### src/rtl/uart_rx_ctrl_if.sv
// Byte stream from the receive FIFO to its consumer.
// The master drives data/valid and the slave answers with ready.
interface uart_rx_ctrl_if;
  logic [7:0] m_data;
  logic       m_valid;
  logic       m_ready;

  modport master (output m_data, output m_valid, input m_ready);
  modport slave  (input m_data, input m_valid, output m_ready);
endinterface

### src/rtl/uart_rx_ctrl.sv
// Receive-side controller for a UART RX core: enable FSM, 16x baud tick, unload handshake,
// receive FIFO and saturating frame/overrun error counters.
module uart_rx_ctrl #(
  parameter int FIFO_DEPTH = 4,
  parameter int CNT_W      = 8
) (
  input  logic                          rxclk,
  input  logic                          reset_n,
  input  logic                          cfg_enable,
  input  logic [15:0]                   cfg_divisor,
  input  logic                          clr_err,
  output logic                          baud_tick,
  output logic                          rx_enable,
  output logic                          uld_rx_data,
  input  logic                          rx_empty,
  input  logic [7:0]                    core_data,
  input  logic                          rx_frame_err,
  input  logic                          rx_over_run,
  uart_rx_ctrl_if.master                m_if,
  output logic [$clog2(FIFO_DEPTH):0]   fifo_count,
  output logic [CNT_W-1:0]              frame_err_cnt,
  output logic [CNT_W-1:0]              ovr_err_cnt,
  output logic [1:0]                    ctrl_state
);

  localparam int AW = $clog2(FIFO_DEPTH);
  localparam int CW = AW + 1;
  localparam logic [CW-1:0] DEPTH_C = CW'(FIFO_DEPTH);

  typedef enum logic [1:0] {
    ST_DISABLED = 2'd0,
    ST_ENABLED  = 2'd1,
    ST_DRAIN    = 2'd2
  } state_t;

  state_t          state_q, state_d;
  logic [15:0]     tick_cnt_q;
  logic [15:0]     tick_lim;
  logic            tick_hit;
  logic            uld_q;
  logic [7:0]      mem [FIFO_DEPTH];
  logic [AW-1:0]   wr_ptr_q, rd_ptr_q;
  logic [CW-1:0]   cnt_q;
  logic            fifo_full;
  logic            push, pop, push_ok, drop;
  logic            frame_err_p1, over_run_p1;
  logic            frame_rise, ovr_rise;
  logic [1:0]      ovr_inc;
  logic [CNT_W-1:0] frame_cnt_q, ovr_cnt_q;

  // Adds 0..2 to an error count and clamps at all-ones.
  function automatic logic [CNT_W-1:0] sat_add(input logic [CNT_W-1:0] a,
                                               input logic [1:0]       inc);
    logic [CNT_W:0] sum;
    sum = {1'b0, a} + (CNT_W+1)'(inc);
    if (sum[CNT_W]) return '1;
    return sum[CNT_W-1:0];
  endfunction

  // ---- control FSM ----
  always_ff @(posedge rxclk or negedge reset_n) begin
    if (!reset_n) state_q <= ST_DISABLED;
    else          state_q <= state_d;
  end

  always_comb begin
    state_d = state_q;
    case (state_q)
      ST_DISABLED: if (cfg_enable) state_d = ST_ENABLED;
      ST_ENABLED:  if (!cfg_enable) state_d = ST_DRAIN;
      ST_DRAIN: begin
        if (cfg_enable)          state_d = ST_ENABLED;
        else if (cnt_q == '0)    state_d = ST_DISABLED;
      end
      default:                   state_d = ST_DISABLED;
    endcase
  end

  assign rx_enable  = (state_q == ST_ENABLED);
  assign ctrl_state = state_q;

  // ---- baud tick: a >= compare so a shrinking divisor wraps at once ----
  assign tick_lim  = (cfg_divisor == 16'd0) ? 16'd0 : cfg_divisor - 16'd1;
  assign tick_hit  = (state_q == ST_ENABLED) && (tick_cnt_q >= tick_lim);
  assign baud_tick = tick_hit;

  always_ff @(posedge rxclk or negedge reset_n) begin
    if (!reset_n)                              tick_cnt_q <= '0;
    else if (state_q != ST_ENABLED || tick_hit) tick_cnt_q <= '0;
    else                                       tick_cnt_q <= tick_cnt_q + 16'd1;
  end

  // ---- unload handshake: never high two cycles running ----
  always_ff @(posedge rxclk or negedge reset_n) begin
    if (!reset_n) uld_q <= 1'b0;
    else          uld_q <= !rx_empty && !uld_q;
  end

  assign uld_rx_data = uld_q;

  // ---- receive FIFO ----
  assign push      = uld_q;
  assign pop       = m_if.m_valid && m_if.m_ready;
  assign fifo_full = (cnt_q == DEPTH_C);
  assign push_ok   = push && (!fifo_full || pop);
  assign drop      = push && fifo_full && !pop;

  always_ff @(posedge rxclk) begin
    if (push_ok) mem[wr_ptr_q] <= core_data;
  end

  always_ff @(posedge rxclk or negedge reset_n) begin
    if (!reset_n) begin
      wr_ptr_q <= '0;
      rd_ptr_q <= '0;
      cnt_q    <= '0;
    end else begin
      if (push_ok) wr_ptr_q <= wr_ptr_q + 1'b1;
      if (pop)     rd_ptr_q <= rd_ptr_q + 1'b1;
      case ({push_ok, pop})
        2'b10:   cnt_q <= cnt_q + 1'b1;
        2'b01:   cnt_q <= cnt_q - 1'b1;
        default: cnt_q <= cnt_q;
      endcase
    end
  end

  // Storage is not reset, so the head is masked while the FIFO is empty.
  assign m_if.m_valid = (cnt_q != '0);
  assign m_if.m_data  = m_if.m_valid ? mem[rd_ptr_q] : 8'h00;
  assign fifo_count   = cnt_q;

  // ---- error counters ----
  always_ff @(posedge rxclk or negedge reset_n) begin
    if (!reset_n) begin
      frame_err_p1 <= 1'b0;
      over_run_p1  <= 1'b0;
    end else begin
      frame_err_p1 <= rx_frame_err;
      over_run_p1  <= rx_over_run;
    end
  end

  assign frame_rise = rx_frame_err && !frame_err_p1;
  assign ovr_rise   = rx_over_run && !over_run_p1;
  assign ovr_inc    = {1'b0, ovr_rise} + {1'b0, drop};

  always_ff @(posedge rxclk or negedge reset_n) begin
    if (!reset_n) begin
      frame_cnt_q <= '0;
      ovr_cnt_q   <= '0;
    end else if (clr_err) begin
      frame_cnt_q <= '0;
      ovr_cnt_q   <= '0;
    end else begin
      frame_cnt_q <= sat_add(frame_cnt_q, {1'b0, frame_rise});
      ovr_cnt_q   <= sat_add(ovr_cnt_q, ovr_inc);
    end
  end

  assign frame_err_cnt = frame_cnt_q;
  assign ovr_err_cnt   = ovr_cnt_q;

endmodule
### src/flat_wrapper.sv
// flat-port wrapper written by rule: the top's interface ports become plain ports
module uart_rx_ctrl_flat 
#(
  parameter int FIFO_DEPTH = 4,
  parameter int CNT_W      = 8
)
  (rxclk, reset_n, cfg_enable, cfg_divisor, clr_err, baud_tick, rx_enable, uld_rx_data, rx_empty, core_data, rx_frame_err, rx_over_run, fifo_count, frame_err_cnt, ovr_err_cnt, ctrl_state, m_if_m_data, m_if_m_valid, m_if_m_ready);
  uart_rx_ctrl_if m_if_i ();
  input  logic rxclk;
  input  logic reset_n;
  input  logic cfg_enable;
  input  logic [15:0] cfg_divisor;
  input  logic clr_err;
  output logic baud_tick;
  output logic rx_enable;
  output logic uld_rx_data;
  input  logic rx_empty;
  input  logic [7:0] core_data;
  input  logic rx_frame_err;
  input  logic rx_over_run;
  output logic [$clog2(FIFO_DEPTH):0] fifo_count;
  output logic [CNT_W-1:0] frame_err_cnt;
  output logic [CNT_W-1:0] ovr_err_cnt;
  output logic [1:0] ctrl_state;
  output wire logic [$bits(m_if_i.m_data)-1:0] m_if_m_data;
  output wire logic [$bits(m_if_i.m_valid)-1:0] m_if_m_valid;
  input wire logic [$bits(m_if_i.m_ready)-1:0] m_if_m_ready;
  assign m_if_m_data = m_if_i.m_data;
  assign m_if_m_valid = m_if_i.m_valid;
  assign m_if_i.m_ready = m_if_m_ready;
  uart_rx_ctrl #(.FIFO_DEPTH(FIFO_DEPTH), .CNT_W(CNT_W)) u_core (.rxclk(rxclk), .reset_n(reset_n), .cfg_enable(cfg_enable), .cfg_divisor(cfg_divisor), .clr_err(clr_err), .baud_tick(baud_tick), .rx_enable(rx_enable), .uld_rx_data(uld_rx_data), .rx_empty(rx_empty), .core_data(core_data), .rx_frame_err(rx_frame_err), .rx_over_run(rx_over_run), .m_if(m_if_i), .fifo_count(fifo_count), .frame_err_cnt(frame_err_cnt), .ovr_err_cnt(ovr_err_cnt), .ctrl_state(ctrl_state));
endmodule
### config.mk
export PLATFORM = sky130hd
export DESIGN_NAME = uart_rx_ctrl_flat
export DESIGN_NICKNAME = d
export VERILOG_FILES = /design/src/rtl/uart_rx_ctrl_if.sv /design/src/rtl/uart_rx_ctrl.sv /design/src/flat_wrapper.sv
export SDC_FILE = /design/constraint.sdc
export NUM_CORES = 1
export LEC_CHECK = 0
export CAP_MARGIN = 30
export CORE_MARGIN = 2
export CORE_UTILIZATION = 37
export DETAILED_ROUTE_END_ITERATION = 12
export SYNTH_ARGS = -nofsm -noshare
export SYNTH_HDL_FRONTEND = slang
export SYNTH_SLANG_ARGS = --single-unit
### constraint.sdc
create_clock -name rxclk -period 3.88 [get_ports rxclk]
set_input_delay 0.582 -clock rxclk [delete_from_list [all_inputs] [get_ports rxclk]]
set_output_delay 0.582 -clock rxclk [all_outputs]
set_load 0.01 [all_outputs]
Word-level counts from Yosys, hierarchy flattened
Memory sizes are Yosys's and may differ from the RTL's.
Cells that the tools add are included.

storage, ports and cells
  register bits = 44
  RAM bits = 32
  input port bits = 32
  output and inout bits = 33
  logic and storage cells = 73
  memories kept = 1

operators by class
  add/sub/neg operators = 9
  $lt $le $gt $ge = 1
  equality and inequality tests = 9
  mux-type cells = 21
  reduce and logical (&&, ||, !) cells = 22

memory list
  name        words  bits a word  read ports  clocked after Yosys merged registers in  wr ports  RTL line            text
  u_core.mem  4      8            1           0                                        1         uart_rx_ctrl.sv:41  logic [7:0] mem [FIFO_DEPTH];

operators with widths
  operator                 number
  $mux W8                  7
  $mux W16                 2
  $add A16 B1 Y16 const B  1
  $ge A16 B16 Y1           1
  $logic_not A16 Y1        1
  $sub A16 B1 Y16 const B  1
  $add A8 B1 Y9            1
  $add A8 B2 Y9            1
  $logic_and A1 B1 Y1      8
  $mux W2                  4
  $logic_not A1 Y1         6
  $mux W1                  6
  $pmux W2 S3              1
  $pmux W3 S2              1
  $add A2 B1 Y2 const B    2
  $eq A2 B1 Y1 const B     2
  $eq A2 B2 Y1 const B     2
  $ne A2 B2 Y1 const B     2
  $add A3 B1 Y3 const B    1
  $eq A3 B3 Y1 const B     1
  $logic_not A3 Y1         1
  $ne A3 B2 Y1 const B     1
  $reduce_and A3 Y1        1
  $reduce_bool A3 Y1       1
  6 further kinds          7

Logic depth before layout (Yosys ltp)
Gate-level depths: netlist of run 1.

  depth in word-level cells = 10
  depth in mapped cells = 12
  depth with buffers taken out = 10

Worst setup path before layout of run 1
No wires, ideal clock.

  path type = input-to-output
  start point = input cfg_divisor[9]
  end point = output baud_tick
  arrival time = 3.290 ns
  required time = 3.298 ns
  setup slack = 0.008 ns
  stages on the path = 9
  buffers on the path = 0
  path through = or4_4 > or4_4 > or3_4 > and2_2 > ha_1 > nand2b_1 > a2111oi_0 > nor3_1 > o21a_1

between the ends
  longest elaborated chain between the ends = 4
  elaborated cells on any way between the ends = 5
  classes of those cells = add/sub: 1; order compare: 1; mux: 1; reduce/logical: 2

ends and longest elaborated chain
  what                                                         RTL line            text
  from (decl)                                                  flat_wrapper.sv:12  input logic [15:0] cfg_divisor;
  $sub A16 B1 Y16 / $logic_not A16 Y1 (equally long branches)  uart_rx_ctrl.sv:83  assign tick_lim = (cfg_divisor == 16'd0) ? 16'd0 : cfg_divisor - 16'd1;
  $mux W16 *                                                   uart_rx_ctrl.sv:83
  $ge A16 B16 Y1 *                                             uart_rx_ctrl.sv:84  assign tick_hit = (state_q == ST_ENABLED) && (tick_cnt_q >= tick_lim);
  $logic_and A1 B1 Y1 *                                        uart_rx_ctrl.sv:84
  to (decl)                                                    flat_wrapper.sv:14  output logic baud_tick;

Every way passes the cells marked *; elsewhere a longest branch is shown, timed or not.

Final worst setup path of run 1
  start point = input cfg_divisor[10]
  end point = output baud_tick

Same word-level chain as after synthesis.

==> results.cfg, run 1 <==
[synthesis]
muxShareOfSynthArea_pct = 4.88
synth-xor-area-share_pct = 6.62
seq_area_frac_synth_pct = 50.3
synth-simple-area-share_pct = 18.5
syn_inst = 357
syn_nets = 418
synth_top_family_by_area = simple AND/OR/NAND/NOR gates
avgSynthCellArea_um2 = 11.5
synth_edf_count = 32
syn_area_um2 = 4100
yosysUniqueCellTypes = 49
yosys_warnings = 0
ys_async_sr_fraction_pct = 57.9
synth_flop_cell = dfrtp_1
synth-seq-cells = 76
synth-compound-area-share_pct = 7.72
synthAdderAreaFrac_pct = 9.22

[hold_path]
hold_path.class = input pin to async pin

[final_layout]
final_cells = 613
final_common_cell = clkdlybuf4s50_1
final_cell_mix = 54 x clkdlybuf4s50_1, 44 x dfrtp_1, 37 x buf_4
finish.instance_area_um2 = 5640
drive_gt1_share_pct = 22.2
diodes = 0
fill_cells = 1001
fin_nets = 529
area_growth_pct = 37.5

[routing]
wl_per_cell_um = 15.1
drt_iter0_markers = 116
via_count = 3119
drc_errors = 0
ant_nets = 0
drt_first_pass_iters = 4
viasPerCell = 5.09
drt_wl_total_um = 9240

[global_route]
track_usage_pct = 15.8
grt_pass1_vias = 3086
grt-ovfl-total = 0
grt_max_degree = 35
grt_first_pass_wirelength_um = 14800
antenna_found_initial = 0

[timing]
final.min_clock_period_ns = 4.07
clock_skew_ns = 0.0125
rsz0062_at_grt = yes
tightest_slew_ns = 0.590
slew_headroom_pct = 60.5
fmax_mhz = 245
hold_viol_final = 0
period_share_pct = 105
setup_ws_ns = -0.194
setup_viol = 1
drv_slew = 0

[critical_path]
startpoint_type = input pin
cp_common_cell = buf_6
cp_cell_sequence = buf_6, or4_4, or4_4, or3_4, buf_6, buf_6, buf_4, nand2_1, ha_1, and2_1, nand4_1, o211ai_1, o21a_1, buf_2
crit_slowest_cell = or4_4
crit_path_max_fanout = 5
critPathRequiredTime_ns = 3.30
max_stage_delay_ns = 0.52
worstSetupPathType = input pin to output port
arrival_ns = 3.49
r2r_cells = 9
end_kind = output port

[clocking]
cts_max_path_buffers = 2
clockRootBuffer = clkbuf_8
cts_tree = built
cts_made_buffers = 9
clock_latency_ns = 0.35
postCtsHoldBufs = 0
h-tree-depth = 3
clk_pin_slew_ns = 0.08
clkSinkCount = 76

[power]
peakVddDrop_mv = 0.245
p_total_mw = 2.33
power.leakage_nw = 2.29
power_density_nw_per_um2 = 413

[placement]
dpl.hpwl_um = 6490
dpl-instance-area_um2 = 5170
port_buffers = 64
dp_cells = 590
gp_congestion = 0.774
place_ws_ns = -0.956

[die]
core_region_area_um2 = 10800
die_area_um2 = 11900
row_count = 38
dieWidth_um = 109
initial_core_util_pct = 37.8
io_pins = 65
die_h_um = 109

[status]
status = finished with violations
violations = negative setup slack

[run]
maxCapViolCount = 0
final timing paths:
path                                 startpoint                      end  slack (ns)
min in group rxclk           u_core.uld_rx_data       u_core.uld_rx_data        0.47
hold / removal                          reset_n  u_core.frame_err_cnt[7]        0.10
max in group asynchronous               reset_n    u_core.tick_cnt_q[12]        3.31
setup reg to reg           u_core.fifo_count[1]    u_core.ovr_err_cnt[0]        1.28
setup / recovery                cfg_divisor[10]                baud_tick       -0.19
hold reg to reg              u_core.uld_rx_data       u_core.uld_rx_data        0.47
cell type report:
class / instances / area (µm²) / area share, %
inverter: 19 / 71.3 / 1.26
tap: 140 / 175 / 3.11
timing repair buffer: 109 / 1020 / 18.2
clock buffer: 9 / 124 / 2.20
clock inverter: 7 / 60.1 / 1.07
multi-input combinational: 253 / 2120 / 37.6
sequential: 76 / 2060 / 36.6
state kept, by name (all words and copies together) (netlist names):
name                  flops
u_core.ctrl_state         2
u_core.fifo_count         3
u_core.frame_err_cnt      8
u_core.frame_err_p1       1
u_core.mem               32
u_core.over_run_p1        1
u_core.ovr_err_cnt        8
u_core.rd_ptr_q           2
u_core.tick_cnt_q        16
u_core.uld_rx_data        1
u_core.wr_ptr_q           2
what timing repair did:
| item | 4_1_cts | 5_1_grt |
|---|---|---|
| endpoints found under the setup margin | 1 | 11 |
| buffers inserted | 5 | 2 |
| pin swaps | 13 | 16 |
| gates cloned | 0 | 0 |
| resized for setup | 42 | 23 |
worst max-delay path: cells and delay by family:
family / cells / cell delay [ns]
adders and majority gates: 1 / 0.23
AOI/OAI and AO/OA: 2 / 0.33
and+or+nand+nor: 6 / 1.71
buffers and inverters: 5 / 0.62
metrics by stage:
stage               hold WS [ns]  TNS (ns)  util [%]
CTS                       0.0999    -0.279      50.6
floorplan                  0.286         0         -
finish                     0.103    -0.194      52.0
detailed placement         0.467     -5.83      47.7
global route              0.0988    -0.286      52.0
global placement           0.471     -4.13      47.5
cells by family after synthesis:
logic type | Yosys count
adders and majority gates | 29
xor gates and xnor gates | 31
AOI/OAI and AO/OA | 49
and+or+nand+nor | 134
muxes | 10
buffers and inverters | 28
DFF | 76
per-layer routing:
| metal | GRT usage (%) | part of all wire [%] |
|---|---|---|
| met4 | 3.16 | 0.34 |
| met2 | 26.6 | 51 |
| met3 | 3.71 | 4.3 |
| met1 | 21.0 | 45 |
| met5 | 0 | 0 |
power by group:
group / total [mW] / leakage (nW) / internal (mW) / switching (mW)
sequential: 1.03 / 0.879 / 0.936 / 0.0946
combinational: 0.725 / 1.32 / 0.424 / 0.301
clock: 0.570 / 0.0897 / 0.243 / 0.327
cells in the mapped netlist, types with 7 or more instances:
cell      number  area, µm²
xor2_1        15        131
nand2_1       21       78.8
a21oi_1       16       80.1
edfxtp_1      32        961
o21ai_0        7       35.0
ha_1          27        338
nand4_1       10       62.6
dfrtp_1       44       1100
inv_1         19       71.3
a211oi_1       7       52.6
nor3_1        21        105
and2_1        16        100
nand3_1       11       55.1
nor2_1        11       41.3
mux4_2         8        180
xnor2_1       16        140
(Power assumes the default switching activity.)
==> inputs of run 2 (changes only) <==
- CORE_MARGIN: 2 -> 3
==> run 2 against run 1 <==
The flow still finishes with violations (negative setup slack). Count of clock-buffer cells in the layout unchanged. Wire length down 2.3%. Critical path depth fell by 1. Setup slack better by 0.063 ns. Hold slack better by 0.00065 ns.
==> results.cfg, run 2 (synthesized netlist as in run 1, its figures left out) <==
[timing]
final.min_clock_period_ns = 4.01
period_share_pct = 103
setup_ws_ns = -0.130
fmax_mhz = 249
setup_viol = 1
tightest_slew_ns = 0.608
hold_viol_final = 0
drv_slew = 0
clock_skew_ns = 0.0114
slew_headroom_pct = 59.3
setup_tns_ns = -0.130
rsz0062_at_grt = yes

[routing]
drt_first_pass_iters = 4
drc_errors = 0
via_count = 3118
viasPerCell = 5.15
drt_iter0_markers = 103
wl_per_cell_um = 14.9
ant_nets = 0
drt_wl_total_um = 9020

[die]
core_region_area_um2 = 10600
row_count = 37
io_pins = 65
die_area_um2 = 12400
dieWidth_um = 111
initial_core_util_pct = 38.8
die_h_um = 111

[final_layout]
final_cell_mix = 54 x clkdlybuf4s50_1, 44 x dfrtp_1, 39 x buf_4
drive_gt1_share_pct = 21.3
utilization_pct = 52.7
top_regs = u_core.mem: 32 flops, u_core.tick_cnt_q: 16 flops
final_common_cell = clkdlybuf4s50_1
fin_nets = 526
area_growth_pct = 35.6
diodes = 0
largest_reg_flops = 32
largest-register = u_core.mem

[critical_path]
cp_cell_sequence = buf_6, or4_4, or4_4, or3_4, buf_6, buf_4, nand2_1, ha_1, o21a_1, o2111ai_2, nor3_2, o21a_1, buf_2
critPathRequiredTime_ns = 3.30
end_kind = output port
startpoint_type = input pin
crit_slowest_cell = or4_4
max_stage_delay_ns = 0.52
arrival_ns = 3.43
worstSetupPathType = input pin to output port
crit_path_max_fanout = 8

[clocking]
cts_max_path_buffers = 2
cts_tree = built
h-tree-depth = 3
clk_pin_slew_ns = 0.09
clock_latency_ns = 0.35
clockRootBuffer = clkbuf_8
clkSinkCount = 76
cts_made_buffers = 9

[power]
power_density_nw_per_um2 = 427
clkPwrFrac_pct = 26.2
p_int_mw = 1.66
switching_power_mw = 0.709
combPwrFrac_pct = 30.1
peakVddDrop_mv = 0.347
p_sw_share_pct = 29.9
power.leakage_nw = 2.28
seqPwrFrac_pct = 43.6

[status]
status = finished with violations
violations = negative setup slack

[global_route]
grt-ovfl-total = 0
grt_first_pass_wirelength_um = 15500
antenna_found_initial = 0
grt_pass1_vias = 3255
track_usage_pct = 15.1
grt_max_degree = 33

[placement]
port_buffers = 64
gp_congestion = 0.851
place_ws_ns = -0.959
dpl.hpwl_um = 6670

[run]
maxCapViolCount = 0

[hold_path]
hold_path.class = input pin to async pin
-- run 2: cell count changes in the layout (fill, tap and decap cells not counted), moves of 2 or more --
cell     change
nand2_2      -2
inv_6        +2
buf_4        +2
buf_6        -5
nand2_1      +3
-- run 2: layout make-up --
class                   instances  area, µm²
fillers                       951       5000
multi-input cells             253       2090
flip-flops and latches         76       2060
repair buffers                106        962
well taps                     136        170
clock buffers                   9        124
clock inverters                 7       80.1
inverters                      19       71.3
-- run 2: what timing repair did --
item / CTS / global route
pin swaps: 11 / 16
gates resized for setup: 32 / 24
buffers inserted: 3 / 1
setup endpoints to repair: 1 / 1
hold buffers: 0 / 0
-- run 2: stage by stage --
step,instance area [µm²],hold WS [ns],total power [mW],std cells
3_5_place_dp,5160,0.461,1.75,586
4_1_cts,5420,0.108,2.39,605
3_3_place_gp,5140,0.461,1.73,585
5_1_grt,5560,0.104,2.52,606
2_1_floorplan,4100,0.286,1.40,357
6_report,5560,0.104,2.37,606
-- run 2: power groups by stage --
stage / Combinational, mW / Sequential, mW / Clock, mW
6_report: 0.714 / 1.03 / 0.622
3_5_place_dp: 0.696 / 1.06 / 0
2_1_floorplan: 0.400 / 1.00 / 0
3_3_place_gp: 0.681 / 1.05 / 0
5_1_grt: 0.783 / 1.05 / 0.686
4_1_cts: 0.710 / 1.04 / 0.637
-- run 2: critical path, delay by kind of cell --
kind	cells	cell delay, ns
compound gates	3	0.63
buf+inv	4	0.52
simple gates	5	1.48
fa+ha+maj	1	0.22
-- run 2: metal layers --
| metal | global-route usage (%) | vias to the layer above | wire, µm |
|---|---|---|---|
| met5 | 0 | - | 0 |
| met4 | 3.41 | 0 | 76 |
| met3 | 3.60 | 8 | 340 |
| met2 | 24.7 | 51 | 4460 |
| met1 | 20.4 | 1530 | 4150 |
| li1 | - | 1529 | - |
-- run 2: final timing paths --
| check | startpoint | end | slack [ns] | cells after the start |
|---|---|---|---|---|
| min | reset_n | u_core.frame_err_cnt[3] | 0.10 | 1 |
| max | cfg_divisor[7] | baud_tick | -0.13 | 13 |
| max in group asynchronous | reset_n | u_core.tick_cnt_q[8] | 3.29 | 2 |
| max reg2reg | u_core.fifo_count[1] | u_core.ovr_err_cnt[0] | 1.34 | 9 |
| min reg2reg | u_core.uld_rx_data | u_core.uld_rx_data | 0.47 | 1 |
| min in group rxclk | u_core.uld_rx_data | u_core.uld_rx_data | 0.47 | 1 |
==> inputs of run 3 (changes only) <==
- PLACE_DENSITY_LB_ADDON: default -> 0.3
- clock period: 3.88 -> 3.4 ns (I/O delays scaled with it)
==> run 3 against run 2 <==
The run still ends with negative setup slack left. Sequential share of layout area grew 0.10 points. Setup slack worse by 0.29 ns. Wire length down 2.0%. Largest cell class is now flip-flops and latches.
==> results.cfg, run 3 (synthesized netlist as in run 1, its figures left out) <==
[timing]
tightest_slew_ns = 0.596
setup_tns_ns = -0.417
slew_headroom_pct = 60.1
setup_viol = 1
rsz0062_at_grt = yes
hold_viol_final = 0
whs_ns = 0.496
fmax_mhz = 262
setup_ws_ns = -0.417
clock_skew_ns = 0.0110
final.min_clock_period_ns = 3.82
drv_slew = 0
period_share_pct = 112

[power]
seqPwrFrac_pct = 43.5
peakVddDrop_mv = 0.275
combPwrFrac_pct = 29.7
power.leakage_nw = 2.27
p_total_mw = 2.71
p_sw_share_pct = 30.0
clkPwrFrac_pct = 26.8
p_int_mw = 1.90
switching_power_mw = 0.813
power_density_nw_per_um2 = 489

[die]
io_pins = 65
core_region_area_um2 = 10600
initial_core_util_pct = 38.8
dieWidth_um = 111
row_count = 37
die_h_um = 111
die_area_um2 = 12400

[final_layout]
area_growth_pct = 35.2
top_regs = u_core.mem: 32 flops, u_core.tick_cnt_q: 16 flops
drive_gt1_share_pct = 20.0
final_common_cell = clkdlybuf4s50_1
fin_nets = 526
utilization_pct = 52.5
largest-register = u_core.mem
largest_reg_flops = 32
final_cell_mix = 54 x clkdlybuf4s50_1, 44 x dfrtp_1, 37 x buf_4
finish.instance_area_um2 = 5540
diodes = 0
final_cells = 606

[critical_path]
cp_common_cell = or4_4
cp_cell_sequence = buf_6, or4_4, or4_4, or3_4, o21ai_2, ha_1, a211o_1, a221oi_2, o211ai_1, o21a_1, buf_2
crit_path_max_fanout = 6
max_stage_delay_ns = 0.53
critPathRequiredTime_ns = 2.89
startpoint_type = input pin
crit_slowest_cell = or4_4
worstSetupPathType = input pin to output port
end_kind = output port
arrival_ns = 3.31

[routing]
drt_wl_total_um = 8850
wl_per_cell_um = 14.6
drc_errors = 0
ant_nets = 0
viasPerCell = 5.09
via_count = 3084
drt_iter0_markers = 127
drt_first_pass_iters = 4

[placement]
port_buffers = 64
dp_cells = 582
place_ws_ns = -1.20
gp_congestion = 0.830
dpl.hpwl_um = 6560
dpl-instance-area_um2 = 5170

[clocking]
cts_max_path_buffers = 2
cts_tree = built
h-tree-depth = 3
cts_made_buffers = 9
clock_latency_ns = 0.35
clockRootBuffer = clkbuf_8
clk_pin_slew_ns = 0.08
clkSinkCount = 76

[global_route]
grt_first_pass_wirelength_um = 14800
grt-ovfl-total = 0
grt_max_degree = 37
antenna_found_initial = 0
track_usage_pct = 14.4
grt_pass1_vias = 3166

[hold_path]
hold_path.class = register to register

[status]
status = finished with violations
violations = negative setup slack

[run]
maxCapViolCount = 0
==> run 3: final cells by class <==
type	count	area, µm²
well taps	136	170
repair buffers	106	971
clock inverters	7	92.6
clock buffers	9	124
fillers	932	5010
inverters	19	71.3
flip-flops and latches	76	2060
multi-input cells	253	2050
==> run 3: critical path, delay by kind of cell <==
family	cells	cell delay, ns
and+or+nand+nor	3	1.35
AOI/OAI and AO/OA	5	0.96
adders and majority gates	1	0.25
buffers and inverters	2	0.22
==> run 3: path summary, 6_finish.rpt <==
| check | depth (start not counted) | slack (ns) | to | startpoint |
|---|---|---|---|---|
| worst min register to register | 1 | 0.50 | u_core.uld_rx_data | u_core.uld_rx_data |
| max in group asynchronous | 3 | 2.38 | u_core.tick_cnt_q[5] | reset_n |
| min in group asynchronous | 2 | 0.55 | u_core.frame_err_cnt[0] | reset_n |
| worst max register to register | 9 | 0.86 | u_core.ovr_err_cnt[1] | u_core.fifo_count[0] |
| worst max-delay path | 11 | -0.42 | baud_tick | cfg_divisor[8] |
| worst min-delay path | 1 | 0.50 | u_core.uld_rx_data | u_core.uld_rx_data |
==> run 3: routing by layer <==
| layer | global-route usage [%] | vias up | routed length, µm |
|---|---|---|---|
| met5 | 0 | - | 0 |
| met4 | 3.16 | 0 | 64 |
| met3 | 3.77 | 8 | 365 |
| met2 | 24.1 | 54 | 4420 |
| met1 | 19.0 | 1492 | 3990 |
| li1 | - | 1530 | - |
==> run 3: power groups by stage <==
stage | clock network (mW) | logic, mW | registers, mW
after floorplan | 0 | 0.471 | 1.14
after global placement | 0 | 0.781 | 1.20
after detailed placement | 0 | 0.800 | 1.20
after CTS | 0.746 | 0.816 | 1.19
after global routing | 0.793 | 0.884 | 1.20
final | 0.726 | 0.806 | 1.18
==> run 3: timing repair <==
action                     CTS  global route
setup endpoints to repair   17            14
buffers inserted             5             2
pin swaps                   14            11
hold endpoints to repair     0             7
hold buffers                 0             1
gates resized for setup     36             9
